### config.mk
export PLATFORM = sky130hd
export DESIGN_NAME = scan_chain_responder
export DESIGN_NICKNAME = d
export VERILOG_FILES = /design/src/rtl/scan_chain_pkg.sv /design/src/rtl/scan_sig_sync.sv /design/src/rtl/scan_chain_responder.sv
export SDC_FILE = /design/constraint.sdc
export NUM_CORES = 1
export LEC_CHECK = 0
export CORE_MARGIN = 1
export CORE_UTILIZATION = 45
export DETAILED_ROUTE_END_ITERATION = 10
export MAX_ROUTING_LAYER = met4
export PLACE_DENSITY = 0.76
export SYNTH_ARGS = -nofsm -noshare
export SYNTH_HDL_FRONTEND = slang
export SYNTH_SLANG_ARGS = --single-unit
### constraint.sdc
create_clock -name clk -period 1.42 [get_ports clk]
set_input_delay 0.284 -clock clk [delete_from_list [all_inputs] [get_ports clk]]
set_output_delay 0.284 -clock clk [all_outputs]
set_load 0.05 [all_outputs]
### src/rtl/scan_chain_pkg.sv
// Shared scan chain packing and driver-select definitions.
// Used by both the scan controller and the responder.
package scan_chain_pkg;

  localparam int SC_NUM_DESIGNS = 8;
  localparam int SC_NUM_IOS     = 8;
  localparam int SC_W           = SC_NUM_DESIGNS * SC_NUM_IOS;

  typedef enum logic [1:0] {
    DRV_EXT = 2'b00,
    DRV_INT = 2'b01,
    DRV_LA  = 2'b10
  } driver_sel_e;

  // LSB offset of slot d within a packed per-slot bus
  function automatic int slot_off(input int d, input int nios);
    return d * nios;
  endfunction

endpackage

### src/rtl/scan_sig_sync.sv
// Optional flop synchroniser for one scan input,
// with a registered rising-edge detect.
module scan_sig_sync #(
  parameter int SYNC_STAGES = 0,
  parameter bit EDGE        = 1'b1
) (
  input  logic clk,
  input  logic reset_n,
  input  logic d,
  output logic q,
  output logic rise
);

  generate
    if (SYNC_STAGES == 0) begin : g_raw
      assign q = d;
    end else begin : g_sync
      logic [SYNC_STAGES-1:0] ff;
      always_ff @(posedge clk or negedge reset_n) begin
        if (!reset_n) begin
          ff <= '0;
        end else begin
          ff[0] <= d;
          for (int i = 1; i < SYNC_STAGES; i++)
            ff[i] <= ff[i-1];
        end
      end
      assign q = ff[SYNC_STAGES-1];
    end

    if (EDGE) begin : g_edge
      logic q_d;
      always_ff @(posedge clk or negedge reset_n) begin
        if (!reset_n) q_d <= 1'b0;
        else          q_d <= q;
      end
      assign rise = q & ~q_d;
    end else begin : g_noedge
      assign rise = 1'b0;
    end
  endgenerate

endmodule

### src/rtl/scan_chain_responder.sv
// Clocked far-end model of the tiny-design scan chain:
// shift, capture, latch, frame count and short-load error.
module scan_chain_responder
  import scan_chain_pkg::*;
#(
  parameter int NUM_DESIGNS = SC_NUM_DESIGNS,
  parameter int NUM_IOS     = SC_NUM_IOS,
  parameter int SYNC_STAGES = 0,
  parameter int FRAME_CNT_W = 16
) (
  input  logic                           clk,
  input  logic                           reset_n,
  input  logic                           scan_clk,
  input  logic                           scan_data_in,
  input  logic                           scan_select,
  input  logic                           scan_latch_en,
  output logic                           scan_data_out,
  output logic [NUM_DESIGNS*NUM_IOS-1:0] design_inputs,
  input  logic [NUM_DESIGNS*NUM_IOS-1:0] design_outputs,
  output logic                           latch_strobe,
  output logic [FRAME_CNT_W-1:0]         frame_count,
  output logic                           load_err,
  input  logic                           clear_err
);

  localparam int W  = NUM_DESIGNS * NUM_IOS;
  localparam int CW = $clog2(W + 1);
  localparam logic [CW-1:0] CNT_MAX = CW'(W);

  logic s_data, s_sel, rise, lrise;
  logic unused_clk_q, unused_latch_q;
  logic unused_data_rise, unused_sel_rise;

  logic [W-1:0]  chain;
  logic [CW-1:0] bit_cnt;

  scan_sig_sync #(.SYNC_STAGES(SYNC_STAGES), .EDGE(1'b1)) u_clk (
    .clk(clk), .reset_n(reset_n), .d(scan_clk),
    .q(unused_clk_q), .rise(rise)
  );

  scan_sig_sync #(.SYNC_STAGES(SYNC_STAGES), .EDGE(1'b0)) u_data (
    .clk(clk), .reset_n(reset_n), .d(scan_data_in),
    .q(s_data), .rise(unused_data_rise)
  );

  scan_sig_sync #(.SYNC_STAGES(SYNC_STAGES), .EDGE(1'b0)) u_sel (
    .clk(clk), .reset_n(reset_n), .d(scan_select),
    .q(s_sel), .rise(unused_sel_rise)
  );

  scan_sig_sync #(.SYNC_STAGES(SYNC_STAGES), .EDGE(1'b1)) u_latch (
    .clk(clk), .reset_n(reset_n), .d(scan_latch_en),
    .q(unused_latch_q), .rise(lrise)
  );

  assign scan_data_out = chain[W-1];

  always_ff @(posedge clk or negedge reset_n) begin
    if (!reset_n) begin
      chain         <= '0;
      design_inputs <= '0;
      bit_cnt       <= '0;
      frame_count   <= '0;
      load_err      <= 1'b0;
      latch_strobe  <= 1'b0;
    end else begin
      latch_strobe <= lrise;
      if (lrise) begin
        design_inputs <= chain;
        frame_count   <= frame_count + FRAME_CNT_W'(1);
        bit_cnt       <= '0;
      end
      // A same-cycle scan edge overrides the latch's counter clear
      if (rise) begin
        if (s_sel) begin
          chain   <= design_outputs;
          bit_cnt <= '0;
        end else begin
          chain   <= {chain[W-2:0], s_data};
          bit_cnt <= (bit_cnt == CNT_MAX) ? CNT_MAX
                                          : bit_cnt + CW'(1);
        end
      end
      if (lrise && (bit_cnt < CNT_MAX))
        load_err <= 1'b1;
      else if (clear_err)
        load_err <= 1'b0;
    end
  end

endmodule

Word-level counts from Yosys, hierarchy flattened
Cells that the tools add are included.
{"block": "op_classes", "add_sub_neg": 2, "multipliers": 0, "n_div": 0, "magnitude_cmp": 1, "eq_ne": 1, "shift": 0, "muxes": 7, "bitwise": 4, "n_reduce_logical": 3}
{"operator": "$mux W64", "count": 1}
{"operator": "$mux W7", "count": 4}
{"operator": "$add A16 B1 Y16 const B", "count": 1}
{"operator": "$add A7 B1 Y7 const B", "count": 1}
{"operator": "$eq A7 B7 Y1 const B", "count": 1}
{"operator": "$lt A7 B7 Y1 const B", "count": 1}
{"operator": "$reduce_bool A2 Y1", "count": 2}
{"operator": "$and A1 B1 Y1", "count": 2}
{"operator": "$mux W1", "count": 2}
{"operator": "$not A1 Y1", "count": 2}
{"operator": "$logic_and A1 B1 Y1", "count": 1}
{"block": "totals", "regBits": 155, "latch_bits": 0, "mem_bits_rw": 0, "mem_bits_ro": 0, "in_bits": 71, "output_inout_bits": 83, "word_cells": 26, "mem_count": 0}

Logic depth before layout (Yosys ltp)
{"block": "logic_depth", "depth_word": 4, "mapped_depth": 7, "mapped_depth_nobuf": 5}

Cells and area by module
From an unflattened synthesis, not the netlist that was laid out.
{"block": "hier_totals", "cells_unflattened": 531, "area_unflattened_um2": 6545.0}
{"module": "scan_chain_responder", "instances": 1, "cells_per_inst": 519, "area_each_um2": 6414.9, "seq_area_each_um2": 3828.7}
{"module": "scan_sig_sync (u_clk ...)", "instances": 2, "cells_per_inst": 3, "area_each_um2": 46.3, "seq_area_each_um2": 25.0}
{"module": "scan_sig_sync (u_data ...)", "instances": 2, "cells_per_inst": 3, "area_each_um2": 18.8, "seq_area_each_um2": 0.0}

Least setup slack after synthesis
Ideal clock, no wire load.
{"block": "synth_timing", "kind": "flip-flop to flip-flop", "from": "register frame_count[3]", "to": "register frame_count[14]", "setup_ns": 0.141, "arrival_ns": 1.601, "required_ns": 1.279, "slack_ns": -0.323, "stages_incl_launch_ff": 5, "n_path_buf": 0, "synth_period_minus_slack_ns": 1.743, "cell_sequence": "dfrtp_1 -> and3_1 -> nand4_4 -> or3_1 -> xnor2_1"}
{"block": "synth_between", "elab_chain_len": 1}
{"item": "start: declaration", "line_no": "scan_chain_responder.sv:21", "source": "output logic [FRAME_CNT_W-1:0] frame_count,"}
{"item": "start signal: assignment", "line_no": "scan_chain_responder.sv:71", "source": "frame_count <= frame_count + FRAME_CNT_W'(1);"}
{"item": "$add A16 B1 Y16", "line_no": "scan_chain_responder.sv:71"}
No other way between the ends.
A chain may end at the register's enable or synchronous reset.

Worst setup path in the final report
{"block": "layout_timing", "from": "register u_clk.g_edge.q_d", "to": "register bit_cnt[5]"}
{"block": "layout_between", "elab_chain_len": 3, "elab_cells_between_ends": 4, "classes_between": "1 x mux; 2 x bitwise; 1 x reduce/logical"}
{"item": "start: declaration", "line_no": "scan_sig_sync.sv:32", "source": "logic q_d;"}
{"item": "start signal: assignment", "line_no": "scan_sig_sync.sv:35", "source": "else q_d <= q;"}
{"item": "$not A1 Y1 (*)", "line_no": "scan_sig_sync.sv:37", "source": "assign rise = q & ~q_d;"}
{"item": "$and A1 B1 Y1 (*)", "line_no": "scan_sig_sync.sv:37"}
{"item": "$mux W7 / $reduce_bool A2 Y1 (equally long branches)"}
{"item": "end signal: assignment", "line_no": "scan_chain_responder.sv:81", "source": "bit_cnt <= (bit_cnt == CNT_MAX) ? CNT_MAX"}
{"item": "end: declaration", "line_no": "scan_chain_responder.sv:35", "source": "logic [CW-1:0] bit_cnt;"}
Every way passes the cells marked *; elsewhere a longest branch is shown, timed or not.

==> flow_metrics.py <==
metrics = {
    "logic_synthesis": {
        "synth_cell_type_count": 32,
        "yosysSeqAreaShare": 0.594,
        "syn_nets": 733,
        "ys.warnings.count": 0,
        "avgSynthCellArea_sq_um": 9.91,
        "synthFlopType": "dfrtp_1",
        "synthArstFlopShare": 1.00,
        "synth_edf_count": 0,
        "ys_ff_latch": 155,
        "netlist_instances": 659,
        "syn_area_sq_um": 6530,
    },
    "final_layout": {
        "layout_commonest_cell": "nand2_1",
        "nets": 914,
        "diodes": 0,
        "seq_area_sq_um": 3890,
        "layout.cells.non_filler": 1032,
        "post-route-util": 0.721,
        "area_growth_pct": 55.2,
        "multi_input_area_sq_um": 2560,
        "drive_above_1_share": 0.221,
        "final_cell_mix": "nand2_1, dfrtp_1, buf_12",
        "fin_area_sq_um": 10100,
        "fillerInstances": 941,
    },
    "sta": {
        "setup_tns_ps": -52.8,
        "finalCriticalPeriod_ps": 1450,
        "fin_worst_skew_ps": 7.23,
        "setup_viol_count_final": 2,
        "slew_headroom": 0.706,
        "fin_ws_ps": -30.1,
        "fin_crit_sh": 1.02,
        "whs_ps": 342,
        "finalHoldViolations": 0,
        "worst_pin_slew_ps": 440,
        "fmax_mhz": 690,
        "maxSlewViolCount": 0,
        "rsz0062_at_grt": "true",
    },
    "detailed_routing": {
        "dr.pass1.iters": 4,
        "drt-total-wl_um": 16800,
        "wl_per_cell_um": 16.3,
        "vias": 5325,
        "ant_nets": 0,
        "drcViolationCount": 0,
        "drtIter0Drc": 354,
        "vias_per_cell": 5.16,
    },
    "floorplan": {
        "pin_count": 154,
        "fp.dieW_um": 122,
        "initial_utilization": 0.465,
        "die_area_sq_um": 15000,
        "die_y_um": 122,
        "core-area_sq_um": 14000,
        "rows": 43,
    },
    "setup_path": {
        "cp-startpoint": "u_clk.g_edge.q_d$_DFF_PN0_",
        "crit_arrival_ps": 1770,
        "r2r_end": "bit_cnt[5]$_DFFE_PN0P_",
        "path_max_fanout": 5,
        "startpoint_type": "flop",
        "critPathCaptureType": "flop",
        "worstPathRequired_ps": 1740,
        "critPathKind": "flop to flop",
        "cp-endpoint": "bit_cnt[5]$_DFFE_PN0P_",
        "r2r_start": "u_clk.g_edge.q_d$_DFF_PN0_",
        "ff2ff_path_depth": 4,
        "rrSetupSlack_ps": -30,
    },
    "clock_network": {
        "cts_buffers": 17,
        "cts_tree": "built",
        "htree_levels": 4,
        "cts.clk_slew.worst_paths_ps": 60,
        "clk_latency_ps": 420,
        "clockBufferDepth": 2,
        "cts_root_buf": "clkbuf_16",
        "clock_sinks": 155,
    },
    "pwr": {
        "leakagePower_nw": 4.90,
        "ir_worst_vdd_mv": 1.01,
        "p_per_area_nw_per_um2": 1580,
    },
    "grt": {
        "grt_pass1_vias": 5409,
        "grt_overflow": 0,
        "grt_pass1_wl_um": 27200,
        "grt_usage": 0.248,
        "grt_max_degree": 67,
        "antenna_found_initial": 0,
    },
    "job": {
        "maxCapViolCount": 0,
    },
    "worst_hold_path": {
        "holdCritPathClass": "primary input to async pin",
    },
    "run_status": {
        "violations": "setup timing",
        "status": "finished, violations left",
    },
    "placement": {
        "dp_hpwl_um": 11300,
        "postPlaceCellArea_sq_um": 9360,
        "gp_congestion": 0.801,
        "placed_cells": 994,
        "port_buffers": 153,
    },
}
[metrics by stage]
step / setup WS, ps / total power, W
after global placement: -423 / 0.0108
final: -30.1 / 0.0160
after detailed placement: -469 / 0.0110
after floorplan: -130 / 0.00814
after global routing: -75.9 / 0.0167
after CTS: -40.6 / 0.0161
[sequential cells by signal (all words and copies together), names as in the netlist]
| signal | count |
|---|---|
| frame_count | 16 |
| latch_strobe | 1 |
| load_err | 1 |
| u_clk.g_edge.q_d | 1 |
| design_inputs | 64 |
| u_latch.g_edge.q_d | 1 |
| bit_cnt | 7 |
| chain | 64 |
[synth_stat cells, drive strengths merged, types with 2 or more instances]
library cell / n / area share
buf: 20 / 0.014
and3: 3 / 0.0029
xor2: 5 / 0.0067
inv: 3 / 0.0017
dfrtp: 155 / 0.59
nand3: 9 / 0.0069
nand4: 5 / 0.0071
ha: 3 / 0.0057
nand2: 268 / 0.15
a31oi: 4 / 0.0061
nand2b: 4 / 0.0038
a21oi: 2 / 0.0015
clkbuf: 16 / 0.0092
and4: 2 / 0.0027
mux2i: 64 / 0.098
xnor2: 10 / 0.013
nor2: 8 / 0.0046
o21ai: 66 / 0.051
a22o: 2 / 0.0027
[worst max-delay path, stage by stage (launching register included)]
cell	delay, ps
dfrtp_1	390
or3b_4	430
a31oi_4	250
nand2_2	80
o311ai_2	210
[cells by family after synthesis]
logic type                 count (synthesis)  synth area share
muxes                                     65            0.0998
xor gates and xnor gates                  15            0.0201
buffers and inverters                     40            0.0259
AOI/OAI and AO/OA                         77            0.0655
DFF                                      155             0.594
adders and majority gates                  3           0.00575
and+or+nand+nor                          304             0.189
[layer usage]
metal | track usage | up-vias | part of all wire
met5 | - | - | 0
met4 | 0.0907 | 0 | 0.018
met3 | 0.0567 | 25 | 0.054
met2 | 0.409 | 155 | 0.52
met1 | 0.297 | 2631 | 0.40
li1 | - | 2514 | -
[worst min path at each step]
stage | startpoint | slack (ps) | to | cells after the start
5_1_grt | scan_latch_en | 350 | u_latch.g_edge.q_d$_DFF_PN0_ | 1
3_3_place_gp | reset_n | 220 | design_inputs[48]$_DFFE_PN0N_ | 1
4_1_cts | scan_select | 320 | bit_cnt[5]$_DFFE_PN0P_ | 5
2_1_floorplan | reset_n | -10 | bit_cnt[0]$_DFFE_PN0P_ | 0
3_5_place_dp | reset_n | 230 | design_inputs[49]$_DFFE_PN0N_ | 1
6_report | reset_n | 340 | design_inputs[49]$_DFFE_PN0N_ | 2
[area by class of cell]
| class | count | area share |
|---|---|---|
| Clock buffer | 20 | 0.0441 |
| Clock inverter | 11 | 0.0191 |
| Inverter | 4 | 0.00161 |
| Multi-Input combinational cell | 465 | 0.253 |
| Sequential cell | 155 | 0.384 |
| Tap cell | 180 | 0.0222 |
| Timing Repair Buffer | 197 | 0.276 |
[where the power goes]
group | switching (W) | internal [W] | leakage (nW)
Clock | 0.00176 | 0.00315 | 0.298
Combinational | 0.00265 | 0.00246 | 2.62
Sequential | 0.000798 | 0.00518 | 1.98
Total | 0.00521 | 0.0108 | 4.90
[timing repair]
item	CTS	global route
cloned	1	0
endpoints found under the setup margin	7	16
setup buffers	4	1
hold buffers	1	0
gates resized for setup	3	13
pin swaps	2	6
hold endpoints to repair	33	0
Note: power is estimated with default switching activity, not from simulation.
